## config.mk

```make
export PLATFORM = sky130hd
export DESIGN_NAME = fetch_stage
export DESIGN_NICKNAME = d
export VERILOG_FILES = /design/src/rtl/riscv_pkg.sv /design/src/rtl/pc_reg.sv /design/src/rtl/fetch_stage.sv
export SDC_FILE = /design/constraint.sdc
export NUM_CORES = 1
export LEC_CHECK = 0
export CAP_MARGIN = 30
export CORE_AREA = 3 3 105 157
export DETAILED_ROUTE_END_ITERATION = 8
export DIE_AREA = 0 0 108 160
export PLACE_DENSITY = 0.95
export REMOVE_ABC_BUFFERS = 1
export SKIP_LAST_GASP = 1
export SYNTH_ARGS = -nofsm -noshare
export SYNTH_HDL_FRONTEND = slang
export SYNTH_SLANG_ARGS = --single-unit
```

## constraint.sdc

```tcl
create_clock -name clk -period 6.6 [get_ports clk]
set_clock_uncertainty 0.2 [all_clocks]
set_input_delay 0.66 -clock clk [delete_from_list [all_inputs] [get_ports clk]]
set_output_delay 0.66 -clock clk [all_outputs]
set_load 0.02 [all_outputs]
```

## src/rtl/riscv_pkg.sv

```systemverilog
// riscv_pkg -- shared RV32 front-end definitions.
//   * base opcode constants (instr[6:0]) consumed by decode
//   * NOP_INSTR (addi x0, x0, 0), used as the bubble in IF/ID
//   * fetch_state_t, the fetch FSM encoding
// Macro FETCH_MISALIGN_TRAP_EN adds the HALT state for misaligned redirects.
package riscv_pkg;

  localparam logic [6:0] R_TYPE = 7'b0110011;
  localparam logic [6:0] I_TYPE = 7'b0010011;
  localparam logic [6:0] LW     = 7'b0000011;
  localparam logic [6:0] SW     = 7'b0100011;
  localparam logic [6:0] BR     = 7'b1100011;
  localparam logic [6:0] J      = 7'b1101111;
  localparam logic [6:0] JR     = 7'b1100111;

  localparam logic [31:0] NOP_INSTR = 32'h0000_0013;

  typedef enum logic [2:0] {
    IDLE,
    REQ,
    WAIT,
    KILL
`ifdef FETCH_MISALIGN_TRAP_EN
    , HALT
`endif
  } fetch_state_t;

endpackage

```

## src/rtl/pc_reg.sv

```systemverilog
// pc_reg -- fetch program counter.
//   clk, rst_n : clock, asynchronous active-low reset (PC <= RESET_PC)
//   load_en    : load load_pc (redirect); has priority over inc_en
//   load_pc    : redirect target
//   inc_en     : advance PC by 4, wrapping modulo 2^32
//   pc         : current fetch address
module pc_reg #(
  parameter logic [31:0] RESET_PC = 32'h0000_0000
) (
  input  logic        clk,
  input  logic        rst_n,
  input  logic        load_en,
  input  logic [31:0] load_pc,
  input  logic        inc_en,
  output logic [31:0] pc
);

  always_ff @(posedge clk or negedge rst_n) begin
    if (!rst_n) begin
      pc <= RESET_PC;
    end else if (load_en) begin
      pc <= load_pc;
    end else if (inc_en) begin
      // 32-bit add drops the carry, so 32'hFFFF_FFFC wraps to 0
      pc <= pc + 32'd4;
    end
  end

endmodule

```

## src/rtl/fetch_stage.sv

```systemverilog
// fetch_stage -- RV32 instruction fetch with IF/ID register and one-entry skid.
//   clk, rst_n            : clock, asynchronous active-low reset
//   imem_req/imem_addr    : request valid / address (= PC)
//   imem_gnt              : request accepted this cycle
//   imem_rvalid/imem_rdata: response valid / instruction word
//   id_stall              : decode cannot accept, hold IF/ID
//   redirect_valid/_pc    : branch/jump redirect and its target
//   if_id_valid/_pc/_instr: IF/ID register contents
//   fetch_misaligned      : sticky misaligned-redirect flag
// Macro FETCH_MISALIGN_TRAP_EN: misaligned redirect halts fetch and raises
// fetch_misaligned; without it the target's low two bits are forced to zero.
module fetch_stage
  import riscv_pkg::*;
#(
  parameter logic [31:0] RESET_PC = 32'h0000_0000
) (
  input  logic        clk,
  input  logic        rst_n,
  output logic        imem_req,
  output logic [31:0] imem_addr,
  input  logic        imem_gnt,
  input  logic        imem_rvalid,
  input  logic [31:0] imem_rdata,
  input  logic        id_stall,
  input  logic        redirect_valid,
  input  logic [31:0] redirect_pc,
  output logic        if_id_valid,
  output logic [31:0] if_id_pc,
  output logic [31:0] if_id_instr,
  output logic        fetch_misaligned
);

  fetch_state_t state, state_nxt;
  logic [31:0]  pc;
  logic [31:0]  pend_pc;
  logic [31:0]  redir_tgt;
  logic         skid_valid;
  logic [31:0]  skid_pc;
  logic [31:0]  skid_instr;
  logic         gnt_take;
  logic         rsp_take;

`ifdef FETCH_MISALIGN_TRAP_EN
  logic redir_bad;
  logic misalign_q;

  assign redir_tgt = redirect_pc;
  assign redir_bad = (redirect_pc[1:0] != 2'b00);

  always_ff @(posedge clk or negedge rst_n) begin
    if (!rst_n) begin
      misalign_q <= 1'b0;
    end else if (redirect_valid) begin
      misalign_q <= redir_bad;
    end
  end

  assign fetch_misaligned = misalign_q;
`else
  logic unused_lsbs;

  assign redir_tgt        = {redirect_pc[31:2], 2'b00};
  assign unused_lsbs      = ^redirect_pc[1:0];
  assign fetch_misaligned = 1'b0;
`endif

  pc_reg #(
    .RESET_PC (RESET_PC)
  ) u_pc_reg (
    .clk     (clk),
    .rst_n   (rst_n),
    .load_en (redirect_valid),
    .load_pc (redir_tgt),
    .inc_en  (gnt_take),
    .pc      (pc)
  );

  assign imem_addr = pc;

  always_ff @(posedge clk or negedge rst_n) begin
    if (!rst_n) begin
      state <= IDLE;
    end else begin
      state <= state_nxt;
    end
  end

  always_comb begin
    state_nxt = state;
    imem_req  = 1'b0;
    gnt_take  = 1'b0;
    rsp_take  = 1'b0;
    unique case (state)
      IDLE: state_nxt = REQ;
      REQ: begin
        // a full skid means IF/ID is stalled with a spare instruction queued
        imem_req = !skid_valid;
        if (imem_req && imem_gnt) begin
          gnt_take  = 1'b1;
          state_nxt = WAIT;
        end
      end
      WAIT: begin
        if (imem_rvalid) begin
          rsp_take  = 1'b1;
          state_nxt = REQ;
        end
      end
      KILL: begin
        if (imem_rvalid) begin
          state_nxt = REQ;
        end
      end
`ifdef FETCH_MISALIGN_TRAP_EN
      HALT: state_nxt = HALT;
`endif
      default: state_nxt = IDLE;
    endcase

    if (redirect_valid) begin
      rsp_take = 1'b0;
      // KILL only while a response is still owed; a response landing in the
      // redirect cycle itself closes the transaction, so go straight to REQ.
      if (gnt_take || (((state == WAIT) || (state == KILL)) && !imem_rvalid)) begin
        state_nxt = KILL;
      end else begin
        state_nxt = REQ;
      end
`ifdef FETCH_MISALIGN_TRAP_EN
      if (redir_bad) begin
        state_nxt = HALT;
      end
`endif
    end
  end

  // IF/ID register and skid buffer
  always_ff @(posedge clk or negedge rst_n) begin
    if (!rst_n) begin
      pend_pc     <= 32'h0000_0000;
      skid_valid  <= 1'b0;
      skid_pc     <= 32'h0000_0000;
      skid_instr  <= NOP_INSTR;
      if_id_valid <= 1'b0;
      if_id_pc    <= 32'h0000_0000;
      if_id_instr <= NOP_INSTR;
    end else begin
      if (gnt_take) begin
        pend_pc <= pc;
      end
      if (redirect_valid) begin
        if_id_valid <= 1'b0;
        if_id_instr <= NOP_INSTR;
        skid_valid  <= 1'b0;
      end else if (rsp_take) begin
        // skid is always empty here: requests stop while it is full
        if (!if_id_valid || !id_stall) begin
          if_id_valid <= 1'b1;
          if_id_pc    <= pend_pc;
          if_id_instr <= imem_rdata;
        end else begin
          skid_valid <= 1'b1;
          skid_pc    <= pend_pc;
          skid_instr <= imem_rdata;
        end
      end else if (!id_stall) begin
        if (skid_valid) begin
          if_id_valid <= 1'b1;
          if_id_pc    <= skid_pc;
          if_id_instr <= skid_instr;
          skid_valid  <= 1'b0;
        end else begin
          if_id_valid <= 1'b0;
          if_id_instr <= NOP_INSTR;
        end
      end
    end
  end

endmodule

```

# Yosys cells after proc, flatten, opt, wreduce, memory -nomap -nowiden
# Index checks and enable logic that the tools add are counted.
op_classes:
  add_sub_neg: 1
  n_mul: 0
  div: 0
  magnitude_cmp: 0
  eq_ne: 10
  n_shift: 0
  muxes: 31
  bitwise_logic: 2
  reduce_logical: 18
ops:
  columns: ["operator", "count"]
  rows:
  - ["$mux W32", 11]
  - ["$add A32 B3 Y32 const B", 1]
  - ["$mux W1", 15]
  - ["$mux W3", 3]
  - ["$pmux W3 S3", 1]
  - ["$eq A3 B2 Y1 const B", 2]
  - ["$ne A3 B1 Y1 const B", 2]
  - ["$ne A3 B3 Y1 const B", 2]
  - ["$reduce_and A2 Y1", 3]
  - ["$logic_not A1 Y1", 4]
  - ["$ne A2 B1 Y1 const B", 2]
  - ["$reduce_and A4 Y1", 1]
  - ["$reduce_bool A2 Y1", 2]
  - ["$eq A3 B1 Y1 const B", 1]
  - ["$logic_not A3 Y1", 1]
  - ["$logic_or A1 B1 Y1", 3]
  - ["$ne A3 B2 Y1 const B", 1]
  - ["$reduce_and A3 Y1", 1]
  - ["$logic_and A1 B1 Y1", 2]
  - ["$mux W2", 1]
  - ["$not A1 Y1", 2]
  - ["$reduce_or A2 Y1", 1]
totals:
  regBits: 197
  latch_bits: 0
  ramBits: 0
  mem_bits_ro: 0
  inputBits: 70
  output_inout_bits: 99
  memories: 0

# Depth between registers and ports, before layout
# Gate-level depths: netlist of run 1.
depth:
  word_depth: 7
  mapped_depth: 7

# Cells and area by module
# From an unflattened synthesis of run 1, not the netlist that was laid out.
unflattened:
  cells_unflattened: 674
  area_unflattened_um2: 8998.6
by_module_without_submodules:
  columns: ["mod", "instances", "cells_per_inst", "area_per_inst_um2", "seq_area_each_um2"]
  rows:
  - ["fetch_stage", 1, 474, 7178.1, 4111.4]
  - ["pc_reg", 1, 200, 1820.5, 800.8]

# Worst setup path after synthesis of run 1
# No wires, ideal clock.
synth_path:
  path_type: "input-to-reg"
  startpoint: "in imem_gnt"
  endpoint: "reg u_pc_reg.pc[22]"
  t_arrival_ns: 2.172
  required_time_ns: 6.318
  slack_ns: 4.146
  cell_stages: 6
  path_buffers: 2
  cell_sequence: "nand4bb_1 -> buf_2 -> or4_1 -> buf_2 -> or4_1 -> a31oi_1"
synth_between:
  elab_chain_len: 4
synth_lines:
  columns: ["element", "line_no", "rtl"]
  rows:
  - ["from (decl)", "fetch_stage.sv:21", "input logic imem_gnt,"]
  - ["$logic_and A1 B1 Y1", "fetch_stage.sv:98", "if (imem_req && imem_gnt) begin"]
  - ["$mux W1", "fetch_stage.sv:98", null]
  - ["$mux W1", "fetch_stage.sv:93", "unique case (state)"]
  - ["$reduce_bool A2 Y1 (no source line)", null, null]
  - ["to (signal assigned)", "pc_reg.sv:22", "pc <= load_pc;"]
  - ["to (signal assigned)", "pc_reg.sv:25", "pc <= pc + 32'd4;"]
  - ["to (decl)", "pc_reg.sv:15", "output logic [31:0] pc"]
# Every way passes these cells.
# A chain may end at the register's enable or synchronous reset.

# Worst setup path in the final report of run 1
layout_path:
  startpoint: "in redirect_valid"
  endpoint: "reg if_id_pc[3]"
layout_between:
  elab_chain_len: 3
layout_lines:
  columns: ["element", "line_no", "rtl"]
  rows:
  - ["from (decl)", "fetch_stage.sv:25", "input logic redirect_valid,"]
  - ["$mux W1", "fetch_stage.sv:120", "if (redirect_valid) begin"]
  - ["$ne A2 B1 Y1 (no source line) or $reduce_bool A2 Y1 (tied branches)", null, null]
  - ["$reduce_and A4 Y1 (no source line)", null, null]
  - ["to (signal assigned)", "fetch_stage.sv:159", "if_id_pc <= pend_pc;"]
  - ["to (signal assigned)", "fetch_stage.sv:169", "if_id_pc <= skid_pc;"]
  - ["to (decl)", "fetch_stage.sv:28", "output logic [31:0] if_id_pc,"]
# Several ways; a longest one is shown, not always the timed one.

==> flow_metrics.py, run 1 <==
metrics = {
    "run_status": {
        "run_status": "finished, final reports clean",
    },
    "critical_path": {
        "crit_required_ps": 6710,
        "worstPathMaxFanout": 67,
        "critPathLaunch": "redirect_valid",
        "rr_worst_depth": 4,
        "crit_path_frequent_cell": "buf_4",
        "worstSetupPathType": "input port to register",
        "cp_top_family": "buffers and inverters",
        "path_cells": "clkdlybuf4s50_1 -> buf_4 -> nand4bb_4 -> buf_4 -> o21ai_0 -> o21ai_4 -> buf_16 -> mux2_2",
        "reg2reg_to": "u_pc_reg.pc[29]$_DFFE_PN0P_",
        "worstPathArrival_ps": 3720,
        "r2r_slack_ps": 3210,
        "cp-start-kind": "input port",
        "cp_num_buf_inv": 4,
        "crit_slowest_cell": "clkdlybuf4s50_1",
        "slowest_delay_ps": 770,
        "end_kind": "register",
        "crit-reg2reg-launch": "state[1]$_DFFE_PN0P_",
    },
    "synth": {
        "ys_seq_area_frac": 0.5643,
        "yosys.area.top_type": "dfrtp_1",
        "ys.warnings.count": 0,
        "yosys_most_used_dff": "dfrtp_1",
        "synth_edf_count": 0,
        "ys_ff_latch": 188,
        "synth_top_area_frac": 0.5454,
        "syn-cell-area_um2": 8351,
        "yosysMostFrequentCell": "nand2_1",
        "synth.avg_cell_area_um2": 10.11,
        "synthTopCellsByCount": "222 x nand2_1, 182 x dfrtp_1, 92 x mux2_2, 52 x nor2_1, 47 x a31oi_1",
        "synthCells": 826,
        "async_reset_ff_frac": 1.000,
        "ys_types": 42,
        "yosys-top-cells-area": "dfrtp_1 55%, mux2_2 12%, nand2_1 10%, a31oi_1 3.5%, nand3_1 2.3%",
    },
    "route": {
        "drc": 0,
        "wl_per_cell_um": 17.45,
        "via_per_inst": 5.673,
        "initialDrtViolationCount": 375,
        "vias": 6655,
        "dr.pass1.iters": 5,
        "drt-total-wl_um": 20470,
        "detail-route-antenna-nets": 0,
    },
    "place": {
        "numPortBuffers": 161,
        "dpl.hpwl_um": 13320,
        "gp_congestion": 0.7676,
        "dp_cells": 1140,
        "place_area_um2": 10170,
    },
    "power": {
        "ir_drop_mv": 0.1757,
        "cellPowerDensity_nw_per_um2": 250.7,
        "leakage_nw": 4.931,
    },
    "sta": {
        "setup_viol": 0,
        "max_freq_ghz": 0.2765,
        "rsz0062_at_grt": "no",
        "worst_slew_pin_slew_ps": 784.3,
        "period_minus_slack_ps": 3617,
        "hold_viol": 0,
        "slew_viol_final": 0,
        "finalCritPeriodShare": 0.5480,
        "slew-limit-headroom": 0.4771,
    },
    "cells_and_area": {
        "drive_gt1_frac": 0.1612,
        "stdcell_area_um2": 10790,
        "nNetsFinal": 1032,
        "top_regs": "if_id_instr x32, skid_instr x32",
        "n_antenna_cell": 0,
        "stdcell_count": 1173,
        "syn_to_final_growth_pct": 29.25,
    },
    "grt": {
        "antenna_found_initial": 0,
        "grt_max_degree": 128,
        "grt_overflow": 0,
        "grt_usage": 0.2425,
        "grt_pass1_wl_um": 33560,
        "grt_pass1_vias": 6905,
    },
    "clock_tree": {
        "clkLatencyLatePin_ps": 420,
        "cts_hold_buf": 0,
        "cts_root_buffer": "clkbuf_16",
        "cts_resized": 0,
        "cts_tree": "yes",
        "cts_setup_buffers": 0,
        "htreeDepth": 4,
        "cts_buffers": 17,
        "path_clk_slew_ps": 80,
        "cts_buffer_depth": 2,
        "cts_sinks": 188,
    },
    "floorplan": {
        "die_h_um": 160,
        "initial_core_util": 0.5491,
        "rows": 55,
        "die_area_um2": 17280,
        "ios": 169,
        "design.core.area_um2": 15210,
        "die_w_um": 108,
    },
    "min_path": {
        "hold_class": "input port to asynchronous set/reset pin",
    },
    "run": {
        "maxCapViolations": 0,
    },
}
area by class of cell:
type / instances / area [um2]
repair buffers: 173 / 1765
clock buffers: 17 / 425.4
fillers: 1068 / 4415
well taps: 199 / 249.0
flip-flops and latches: 188 / 4712
inverters: 7 / 26.28
clock inverters: 15 / 168.9
multi-input cells: 574 / 3446
worst reg2reg max path, stage by stage, from the launching register on:
cell	delay [ps]
dfrtp_1	490
nand4bb_2	650
or4_1	1070
or4b_2	740
a31oi_1	180
how the worst max path moves through the flow:
| stage | endpoint | depth (start not counted) |
|---|---|---|
| after CTS | if_id_pc[3]$_DFFE_PN0P_ | 8 |
| after floorplan | if_id_pc[10]$_DFFE_PN0P_ | 3 |
| after detailed placement | if_id_pc[28]$_DFFE_PN0P_ | 8 |
| after global placement | if_id_pc[25]$_DFFE_PN0P_ | 7 |
| after global routing | if_id_pc[3]$_DFFE_PN0P_ | 8 |
| final | if_id_pc[3]$_DFFE_PN0P_ | 8 |
stage by stage:
stage               setup TNS, ps  utilization  power, mW  hold WS, ps  setup WS (ps)
detailed placement              0       0.6688      1.715        289.7           2556
floorplan                  -99990            -      1.507        164.4          -1434
finish                          0       0.7097      2.706        13.47           2983
global route                    0       0.7097      2.825        36.41           2822
CTS                             0       0.7079      2.719        244.8           2986
global placement                0       0.6652      1.694        277.1           2569
cell usage in the layout (no fill, tap or decap), drive strengths merged, types with 6 or more instances in the layout:
| cell | count |
|---|---|
| a31oi | 47 |
| buf | 12 |
| clkbuf | 18 |
| clkdlybuf4s50 | 160 |
| clkinv | 8 |
| dfrtp | 182 |
| dfstp | 6 |
| inv | 13 |
| mux2 | 92 |
| nand2 | 222 |
| nand3 | 39 |
| nor2 | 52 |
| o21ai | 33 |
| o31ai | 8 |
| or3 | 9 |
| or4 | 11 |
| xnor2 | 9 |
layer usage:
metal / routed length [um] / vias to the layer above / track usage
met2: 10930 / 233 / 0.4298
met1: 7843 / 3308 / 0.2896
met5: 0 / - / 0
met3: 1252 / 30 / 0.05176
met4: 441 / 0 / 0.08099
li1: - / 3084 / -
power breakdown:
part	switching (mW)	total (mW)	leakage, nW	internal [mW]
clock network	0.498	1.01	0.288	0.510
registers	0.0925	1.34	2.45	1.25
logic	0.197	0.360	2.19	0.163
total	0.787	2.71	4.93	1.92
logic make-up (layout without fill, tap and decap cells):
family / Yosys count / after routing / synth area share
adders and majority gates: 1 / 1 / 0.001498
and+or+nand+nor: 367 / 367 / 0.1924
muxes: 94 / 94 / 0.1265
DFF: 188 / 188 / 0.5643
xor gates and xnor gates: 10 / 10 / 0.01049
buffers and inverters: 68 / 212 / 0.03416
AOI/OAI and AO/OA: 97 / 97 / 0.07027
other: 1 / 5 / 0.0004491
(Power assumes the default switching activity.)
==> run 2: changes to the inputs <==
--- a/config.mk
+++ b/config.mk
@@ -6,10 +6,10 @@
 export NUM_CORES = 1
 export LEC_CHECK = 0
 export CAP_MARGIN = 30
-export CORE_AREA = 3 3 105 157
+export CORE_AREA = 3 3 108 162
 export DETAILED_ROUTE_END_ITERATION = 8
-export DIE_AREA = 0 0 108 160
-export PLACE_DENSITY = 0.95
+export DIE_AREA = 0 0 111 165
+export PLACE_DENSITY = 0.9
 export REMOVE_ABC_BUFFERS = 1
 export SKIP_LAST_GASP = 1
 export SYNTH_ARGS = -nofsm -noshare
==> constraint.sdc (replaced) <==
create_clock -name clk -period 3.8 [get_ports clk]
set_clock_uncertainty 0.2 [all_clocks]
set_input_delay 0.38 -clock clk [delete_from_list [all_inputs] [get_ports clk]]
set_output_delay 0.38 -clock clk [all_outputs]
set_load 0.02 [all_outputs]
==> run 2 against run 1 <==
Compared with the run above:
- routed wire length is 0.16% lower
- die area rose by 6.0%
- global-route usage is 1.3 points lower
- clock power increased by 71%
- count of clock-buffer cells in the layout rose by 2
- critical endpoint is now u_pc_reg.pc[27]$_DFFE_PN0P_
- largest cell class unchanged
==> flow_metrics.py, run 2 (synthesis results as in run 1) <==
metrics = {
    "run_status": {
        "run_status": "finished, final reports clean",
    },
    "grt": {
        "antenna_found_initial": 1,
        "grt_usage": 0.2292,
        "grt_overflow": 0,
        "grt_pass1_vias": 6763,
        "grt_pass1_wl_um": 34090,
        "grt_max_degree": 90,
    },
    "critical_path": {
        "critPathLaunch": "state[1]$_DFFE_PN0P_",
        "crit_slowest_cell": "or4_1",
        "slowest_delay_ps": 620,
        "crit-reg2reg-launch": "state[1]$_DFFE_PN0P_",
        "cp_num_buf_inv": 1,
        "crit_required_ps": 3940,
        "path_cells": "nand4bb_2 -> or4_1 -> buf_4 -> or4b_2 -> a31oi_1",
        "end_kind": "register",
        "cp_top_family": "simple AND/OR/NAND/NOR gates",
        "reg2reg_to": "u_pc_reg.pc[27]$_DFFE_PN0P_",
        "worstSetupPathType": "register to register",
        "cp-start-kind": "register",
        "r2r_slack_ps": 1030,
        "worstPathMaxFanout": 12,
        "worstPathArrival_ps": 2900,
        "crit_path_end": "u_pc_reg.pc[27]$_DFFE_PN0P_",
        "path_depth": 5,
        "rr_worst_depth": 5,
    },
    "place": {
        "dpl.hpwl_um": 13930,
        "gp_congestion": 0.7744,
        "numPortBuffers": 161,
        "place_area_um2": 10240,
    },
    "floorplan": {
        "die_area_um2": 18320,
        "die_w_um": 111,
        "design.core.area_um2": 16190,
        "die_h_um": 165,
        "initial_core_util": 0.5158,
        "rows": 57,
        "ios": 169,
    },
    "clock_tree": {
        "cts_buffers": 17,
        "cts_resized": 0,
        "cts_sinks": 188,
        "cts_setup_buffers": 0,
        "cts_tree": "yes",
        "path_clk_slew_ps": 70,
        "htreeDepth": 4,
        "cts_buffer_depth": 2,
        "clkLatencyLatePin_ps": 420,
        "cts_hold_buf": 1,
        "cts_root_buffer": "clkbuf_16",
    },
    "cells_and_area": {
        "fillers": 1287,
        "drive_gt1_frac": 0.1670,
        "top_regs": "if_id_instr x32, skid_instr x32",
        "nNetsFinal": 1040,
        "final_common_cell": "nand2_1",
        "multi_input_area_um2": 3450,
        "final_cell_mix": "222 x nand2_1, 182 x dfrtp_1, 160 x clkdlybuf4s50_1, 92 x mux2_2, 52 x nor2_1",
        "regArea_um2": 4712,
        "syn_to_final_growth_pct": 29.67,
        "stdcell_area_um2": 10830,
    },
    "route": {
        "via_per_inst": 5.563,
        "drt-total-wl_um": 20440,
        "drc": 0,
        "dr.pass1.iters": 8,
        "detail-route-antenna-nets": 0,
        "initialDrtViolationCount": 646,
        "vias": 6615,
        "wl_per_cell_um": 17.19,
    },
    "power": {
        "finalPower_mw": 4.675,
        "leakage_nw": 4.944,
        "cellPowerDensity_nw_per_um2": 431.8,
        "ir_drop_mv": 0.2695,
    },
    "sta": {
        "finalCritPeriodShare": 0.7279,
        "hold_viol": 0,
        "worst_slew_pin_slew_ps": 748.0,
        "max_freq_ghz": 0.3615,
        "rsz0062_at_grt": "no",
        "period_minus_slack_ps": 2766,
        "tns_ps": 0,
        "setup_viol": 0,
        "slew_viol_final": 0,
        "slew-limit-headroom": 0.4967,
    },
    "run": {
        "maxCapViolations": 0,
    },
    "min_path": {
        "hold_class": "register to register",
    },
}
-- run 2: worst min-delay path by stage --
stage	depth (start not counted)	end	slack [ps]	startpoint
floorplan	0	if_id_instr[10]$_DFFE_PN0P_	-120	rst_n
global placement	1	if_id_instr[6]$_DFFE_PN0P_	280	rst_n
detailed placement	2	pend_pc[18]$_DFFE_PN0P_	280	pend_pc[18]$_DFFE_PN0P_
CTS	2	pend_pc[8]$_DFFE_PN0P_	300	pend_pc[8]$_DFFE_PN0P_
global route	3	u_pc_reg.pc[25]$_DFFE_PN0P_	310	redirect_pc[25]
finish	2	pend_pc[8]$_DFFE_PN0P_	300	pend_pc[8]$_DFFE_PN0P_
-- run 2: report_power, final --
| group | switching [mW] | total, mW | internal, mW |
|---|---|---|---|
| combinational | 0.344 | 0.629 | 0.285 |
| clock | 0.824 | 1.73 | 0.905 |
| sequential | 0.154 | 2.32 | 2.16 |
| total | 1.32 | 4.67 | 3.35 |
-- run 2: layout make-up --
cell class                      count  area share
Sequential cell                   188      0.4352
Multi-Input combinational cell    574      0.3186
Timing Repair Buffer              181      0.1663
Clock buffer                       19     0.04183
Tap cell                          206     0.02380
Clock inverter                     13     0.01167
Inverter                            7    0.002427
Antenna cell                        1   0.0002311
-- run 2: through the flow --
step | setup WS (ps) | std cells | util | hold WS, ps
after floorplan | -4039 | 769 | - | -115.6
after global placement | 716.2 | 1154 | 0.6306 | 276.2
after detailed placement | 644.4 | 1155 | 0.6323 | 280.0
after CTS | 1040 | 1188 | 0.6687 | 298.5
after global routing | 931.2 | 1189 | 0.6688 | 306.7
final | 1034 | 1189 | 0.6688 | 296.2
-- run 2: routing by layer --
layer	wire (um)	part of all wire	track usage
met1	8449	0.41	0.2856
met2	10650	0.52	0.4052
met3	1088	0.053	0.04912
met4	250	0.012	0.06387
met5	0	0	0
-- run 2: worst register-to-register path: cells and delay by family (launching register included) --
family,cells,cell delay (ps)
buffers and inverters,1,210
AND/OR/NAND/NOR,3,1600
AO/OA/AOI/OAI,1,190
flip-flops,1,490
